$ cat src/rtl/wb_pkg.sv
// Shared types for the two-master Wishbone arbiter: FSM states and the
// master request / slave response bundles.
package wb_pkg;

    typedef enum logic [1:0] {
        IDLE  = 2'd0,
        OWN0  = 2'd1,
        OWN1  = 2'd2,
        ABORT = 2'd3
    } wb_state_e;

    typedef struct packed {
        logic        cyc;
        logic        stb;
        logic        lock;
        logic        we;
        logic [3:0]  sel;
        logic [31:0] adr;
        logic [31:0] dat;
    } wb_req_t;

    typedef struct packed {
        logic        ack;
        logic        err;
        logic [31:0] dat;
    } wb_rsp_t;

    localparam int WDOG_W = 16;

endpackage

$ cat src/rtl/wb_watchdog.sv
// Stall watchdog: counts strobed cycles without a response and flags a
// timeout at TIMEOUT-1; also keeps the saturating abort counter.
module wb_watchdog
    import wb_pkg::*;
#(
    parameter int TIMEOUT = 255,
    parameter int ERRW    = 8
) (
    input  logic            clk,
    input  logic            reset,
    input  logic            active_i,
    input  logic            stb_i,
    input  logic            ack_i,
    input  logic            err_i,
    input  logic            state_chg_i,
    input  logic            abort_i,
    output logic            timeout_o,
    output logic [ERRW-1:0] abort_count_o
);

    localparam logic [WDOG_W-1:0] LIMIT = WDOG_W'(TIMEOUT - 1);

    logic [WDOG_W-1:0] count_q, count_d;
    logic [ERRW-1:0]   aborts_q, aborts_d;
    logic              stalled;

    // A response in the threshold cycle suppresses the timeout.
    assign stalled   = active_i && stb_i && !ack_i && !err_i;
    assign timeout_o = stalled && (count_q == LIMIT);

    always_comb begin
        count_d  = '0;
        aborts_d = aborts_q;
        if (stalled && !state_chg_i) begin
            count_d = count_q + WDOG_W'(1);
        end
        if (abort_i && (aborts_q != {ERRW{1'b1}})) begin
            aborts_d = aborts_q + ERRW'(1);
        end
    end

    always_ff @(posedge clk) begin
        if (reset) begin
            count_q  <= '0;
            aborts_q <= '0;
        end else begin
            count_q  <= count_d;
            aborts_q <= aborts_d;
        end
    end

    assign abort_count_o = aborts_q;

endmodule

$ cat src/rtl/wb_master_arbiter.sv
// Round-robin arbiter sharing one Wishbone master port between the video
// store path (master 0) and fetch path (master 1), with LOCK and watchdog.
module wb_master_arbiter
    import wb_pkg::*;
#(
    parameter int TIMEOUT = 255,
    parameter int ERRW    = 8
) (
    input  logic            clk,
    input  logic            reset,
    input  logic            m0_CYC_I,
    input  logic            m0_STB_I,
    input  logic            m0_LOCK_I,
    input  logic            m0_WE_I,
    input  logic [3:0]      m0_SEL_I,
    input  logic [31:0]     m0_ADR_I,
    input  logic [31:0]     m0_DAT_I,
    output logic            m0_ACK_O,
    output logic            m0_ERR_O,
    output logic [31:0]     m0_DAT_O,
    input  logic            m1_CYC_I,
    input  logic            m1_STB_I,
    input  logic            m1_LOCK_I,
    input  logic            m1_WE_I,
    input  logic [3:0]      m1_SEL_I,
    input  logic [31:0]     m1_ADR_I,
    input  logic [31:0]     m1_DAT_I,
    output logic            m1_ACK_O,
    output logic            m1_ERR_O,
    output logic [31:0]     m1_DAT_O,
    output logic            p_wb_CYC_O,
    output logic            p_wb_STB_O,
    output logic            p_wb_LOCK_O,
    output logic            p_wb_WE_O,
    output logic [3:0]      p_wb_SEL_O,
    output logic [31:0]     p_wb_ADR_O,
    output logic [31:0]     p_wb_DAT_O,
    input  logic            p_wb_ACK_I,
    input  logic            p_wb_ERR_I,
    input  logic [31:0]     p_wb_DAT_I,
    output logic [1:0]      grant,
    output logic [ERRW-1:0] abort_count,
    output wb_state_e       state_o
);

    // Handshake: a master owns the bus from grant until it drops CYC with
    // LOCK low; STB is held until ACK or ERR, which pass through unregistered.

    wb_state_e state_q, state_d;
    logic      last_q, last_d;
    wb_req_t   req0, req1, bus;
    wb_rsp_t   p_rsp, rsp0, rsp1;
    logic      timeout;

    assign req0  = {m0_CYC_I, m0_STB_I, m0_LOCK_I, m0_WE_I, m0_SEL_I, m0_ADR_I, m0_DAT_I};
    assign req1  = {m1_CYC_I, m1_STB_I, m1_LOCK_I, m1_WE_I, m1_SEL_I, m1_ADR_I, m1_DAT_I};
    assign p_rsp = {p_wb_ACK_I, p_wb_ERR_I, p_wb_DAT_I};

    always_comb begin
        state_d = state_q;
        last_d  = last_q;
        case (state_q)
            IDLE: begin
                // On a tie the master that did not own the bus last wins.
                if (req0.cyc && (!req1.cyc || last_q)) begin
                    state_d = OWN0;
                end else if (req1.cyc) begin
                    state_d = OWN1;
                end
            end
            OWN0: begin
                if (!req0.cyc && !req0.lock) begin
                    state_d = IDLE;
                    last_d  = 1'b0;
                end else if (timeout) begin
                    state_d = ABORT;
                    last_d  = 1'b0;
                end
            end
            OWN1: begin
                if (!req1.cyc && !req1.lock) begin
                    state_d = IDLE;
                    last_d  = 1'b1;
                end else if (timeout) begin
                    state_d = ABORT;
                    last_d  = 1'b1;
                end
            end
            default: state_d = IDLE;
        endcase
    end

    always_ff @(posedge clk) begin
        if (reset) begin
            state_q <= IDLE;
            last_q  <= 1'b1;
        end else begin
            state_q <= state_d;
            last_q  <= last_d;
        end
    end

    always_comb begin
        bus  = '0;
        rsp0 = '0;
        rsp1 = '0;
        case (state_q)
            OWN0: begin
                bus  = req0;
                rsp0 = p_rsp;
            end
            OWN1: begin
                bus  = req1;
                rsp1 = p_rsp;
            end
            // last_q already names the aborted owner while in ABORT.
            ABORT: begin
                if (last_q) rsp1.err = 1'b1;
                else        rsp0.err = 1'b1;
            end
            default: ;
        endcase
    end

    wb_watchdog #(
        .TIMEOUT (TIMEOUT),
        .ERRW    (ERRW)
    ) u_watchdog (
        .clk           (clk),
        .reset         (reset),
        .active_i      ((state_q == OWN0) || (state_q == OWN1)),
        .stb_i         (bus.stb),
        .ack_i         (p_wb_ACK_I),
        .err_i         (p_wb_ERR_I),
        .state_chg_i   (state_d != state_q),
        .abort_i       (state_q == ABORT),
        .timeout_o     (timeout),
        .abort_count_o (abort_count)
    );

    assign p_wb_CYC_O  = bus.cyc;
    assign p_wb_STB_O  = bus.stb;
    assign p_wb_LOCK_O = bus.lock;
    assign p_wb_WE_O   = bus.we;
    assign p_wb_SEL_O  = bus.sel;
    assign p_wb_ADR_O  = bus.adr;
    assign p_wb_DAT_O  = bus.dat;

    assign m0_ACK_O = rsp0.ack;
    assign m0_ERR_O = rsp0.err;
    assign m0_DAT_O = rsp0.dat;
    assign m1_ACK_O = rsp1.ack;
    assign m1_ERR_O = rsp1.err;
    assign m1_DAT_O = rsp1.dat;

    assign grant   = {state_q == OWN1, state_q == OWN0};
    assign state_o = state_q;

endmodule

$ cat config.mk
export PLATFORM = sky130hd
export DESIGN_NAME = wb_master_arbiter
export DESIGN_NICKNAME = d
export VERILOG_FILES = /design/src/rtl/wb_pkg.sv /design/src/rtl/wb_watchdog.sv /design/src/rtl/wb_master_arbiter.sv
export SDC_FILE = /design/constraint.sdc
export NUM_CORES = 1
export LEC_CHECK = 0
export CAP_MARGIN = 10
export CORE_AREA = 5 5 126 128
export CTS_CLUSTER_SIZE = 40
export DETAILED_ROUTE_END_ITERATION = 7
export DIE_AREA = 0 0 131 133
export SLEW_MARGIN = 10
export SYNTH_ARGS = -nofsm -noshare
export SYNTH_HDL_FRONTEND = slang
export SYNTH_SLANG_ARGS = --single-unit
$ cat constraint.sdc
create_clock -name clk -period 2.8 [get_ports clk]
set_clock_uncertainty 0.1 [all_clocks]
set_input_delay 0.56 -clock clk [delete_from_list [all_inputs] [get_ports clk]]
set_output_delay 0.56 -clock clk [all_outputs]
set_load 0.02 [all_outputs]
==> results.cfg <==
[detailed_routing]
met2_length_um = 8986
drt-total-wl_um = 17440
top_layer = met5
postRouteAntennaNets = 0
drc = 0
routed_via_density = 4.561
drtPass1Iterations = 4
met1_length_um = 6754
route.met3.wl_um = 1441
wl_per_cell_um = 18.99
drt_iter0_drc = 197
vias = 4187

[clock_network]
cts-htree-levels = 1
clock_latency_ns = 0.26
cts_tree = done
clock_path_buffers = 2
postCtsHoldBufs = 0
clk_pin_slew_ns = 0.07
cts.sinks = 27
cts_buffers = 3
cts-root-buf = clkbuf_16

[worst_setup_path]
path_cells = inv_1 -> ha_4 -> buf_4 -> buf_12 -> and2_1 -> clkdlybuf4s50_1
arrival_ns = 2.02
path_max_fanout = 29
startpoint_type = flip-flop
cp_top_family = buffers and inverters
cp_slowest_stage_delay_ns = 0.60
cp_slowest_cell = clkdlybuf4s50_1
critPathKind = flip-flop to output port
crit_path_end_kind = output port
worstPathRequired_ns = 2.14
path_buf_inv = 4

[power_and_ir_drop]
design_power_total_mw = 2.212
power_per_cell_area_mw_per_mm2 = 335.0
vdd_drop_max_v = 0.0003708
p_leak_nw = 2.612

[synth]
synth-edff-count = 0
synth.most_common_cell = nor2b_1
syn_area_mm2 = 0.002954
synth.area.top_cells = dfxtp_1 18%, a22oi_1 18%, nor2b_1 15%
ys_types = 43
synth_top_area_share_pct = 18.30
synth_seq_cells = 27
avgSynthCellArea_um2 = 7.205
synthesis.nets = 597
ys_top_cells_by_count = 72 x nor2b_1, 71 x a22oi_1, 66 x and2_1
synth_warnings = 0
async_reset_ff_share_pct = 0
yosysSeqAreaShare_pct = 18.30
ys.flop_type = dfxtp_1
synthCells = 410
yosysTopAreaCell = dfxtp_1

[global_routing]
overflow = 0
grt_pass1_vias = 4117
grt_start_max_net_pins = 67
antenna_found_initial = 1
grt_usage_pct = 18.04
grt_pass1_wl_um = 24830

[layout]
fillers = 1481
syn_to_final_growth_pct = 123.5
fin_area_mm2 = 0.006604
seq_area_um2 = 540.5
drive_above_1_share_pct = 5.342
final_nets = 918
antennaDiodeCount = 0
multi_input_area_mm2 = 0.002256

[job]
maxCapViolCount = 0

[floorplan]
die_area_mm2 = 0.01742
start_util_pct = 20.03
dieWidth_um = 131
die_h_um = 133
floorplan.io_pins = 332
core_area_mm2 = 0.01475
std_cell_rows = 45

[place]
place_area_mm2 = 0.006545
port_buffers = 331
hpwl_um = 14620
gp_congestion = 0.8826

[timing]
max_freq_mhz = 372.9
min_period_over_period_pct = 95.77
tns_ns = 0
hold_viol = 0
finalSetupViolations = 0
maxSlewHeadroom_pct = 73.18
fin_crit_ns = 2.682
tightest_slew_ns = 0.3992
final_max_slew_viol_count = 0
rsz0062_at_grt = no

[min_path]
worst_hold_path_type = flip-flop to flip-flop

[run_status]
status = finished clean
## cell families (layout without fill, tap and decap cells)
logic type / Yosys count / after routing / synth area share, %
AO/OA/AOI/OAI: 96 / 96 / 23.97
XOR/XNOR: 19 / 19 / 5.633
adder cells (fa/ha/maj): 7 / 7 / 2.965
buffers and inverters: 43 / 363 / 6.268
flip-flops: 27 / 27 / 18.30
multiplexers: 1 / 1 / 0.3389
AND/OR/NAND/NOR: 217 / 217 / 42.52
## through the flow
step | std cells | setup WS, ns | util (%) | hold slack [ns]
final | 918 | 0.1184 | 44.77 | 0.4105
after global routing | 918 | 0.04084 | 44.77 | 0.4679
after CTS | 914 | 0.003892 | 44.43 | 0.4208
after detailed placement | 910 | 0.1310 | 44.37 | 0.4051
after global placement | 910 | 0.1635 | 44.37 | 0.3670
after floorplan | 410 | 0.09769 | - | 0.3517
## layout make-up
class                      count  area share (%)
clock inverter                 1         0.07579
sequential                    27           8.185
clock buffer                   3           1.137
timing repair buffer         353           52.54
multi-input combinational    340           34.16
tap                          188           3.562
inverter                       6          0.3410
## power breakdown
part	total (mW)	internal (mW)	switching [mW]
combinational	1.48	0.768	0.715
clock	0.326	0.193	0.133
sequential	0.403	0.392	0.0103
total	2.21	1.35	0.859
## routing by layer
layer	vias to the layer above	GRT usage, %
li1	2064	-
met1	1936	21.44
met2	169	33.44
met3	16	3.714
met4	2	2.629
met5	-	0
## path summary, 6_finish.rpt
kind | slack [ns] | cells past startpoint | startpoint | end
setup reg to reg | 0.29 | 7 | state_o[1] | u_watchdog.count_q[14]
setup / recovery | 0.12 | 6 | state_o[1] | m0_DAT_O[1]
hold / removal | 0.41 | 1 | u_watchdog.count_q[0] | u_watchdog.count_q[0]
hold reg to reg | 0.41 | 1 | u_watchdog.count_q[0] | u_watchdog.count_q[0]
## flip-flops by register name, indices dropped and copies added, names as in the netlist
signal,cells
state_o,2
u_watchdog.abort_count_o,8
last_q,1
u_watchdog.count_q,16
## placed cells by master (no fill, tap or decap), types with 2 or more instances in the layout
| cell type | Yosys | final |
|---|---|---|
| nor2_1 | 29 | 29 |
| a211oi_1 | 2 | 2 |
| dlygate4sd2_1 | 0 | 66 |
| nor3_1 | 6 | 6 |
| a22oi_1 | 71 | 71 |
| a31oi_1 | 2 | 2 |
| and3_2 | 2 | 2 |
| nand3_1 | 13 | 13 |
| o21a_1 | 2 | 2 |
| nor3b_1 | 2 | 2 |
| ha_4 | 0 | 2 |
| buf_12 | 0 | 5 |
| nor2b_1 | 72 | 72 |
| dfxtp_1 | 27 | 27 |
| and2_1 | 66 | 66 |
| xor2_1 | 10 | 10 |
| buf_4 | 1 | 17 |
| nand2_1 | 16 | 16 |
| clkdlybuf4s50_1 | 0 | 259 |
| o31ai_1 | 2 | 2 |
| inv_1 | 6 | 6 |
| o21ai_0 | 8 | 8 |
| ha_1 | 7 | 4 |
| a21oi_1 | 2 | 2 |
| dlymetal6s2s_1 | 0 | 3 |
| clkbuf_16 | 0 | 3 |
| nand4_1 | 3 | 3 |
| buf_6 | 2 | 3 |
| xnor2_1 | 9 | 9 |
## what timing repair did
action / in CTS / in global routing
buffers inserted: 0 / 4
gates resized for setup: 69 / 3
endpoints found under the setup margin: 74 / 9
Note: power is estimated with default switching activity, not from simulation.
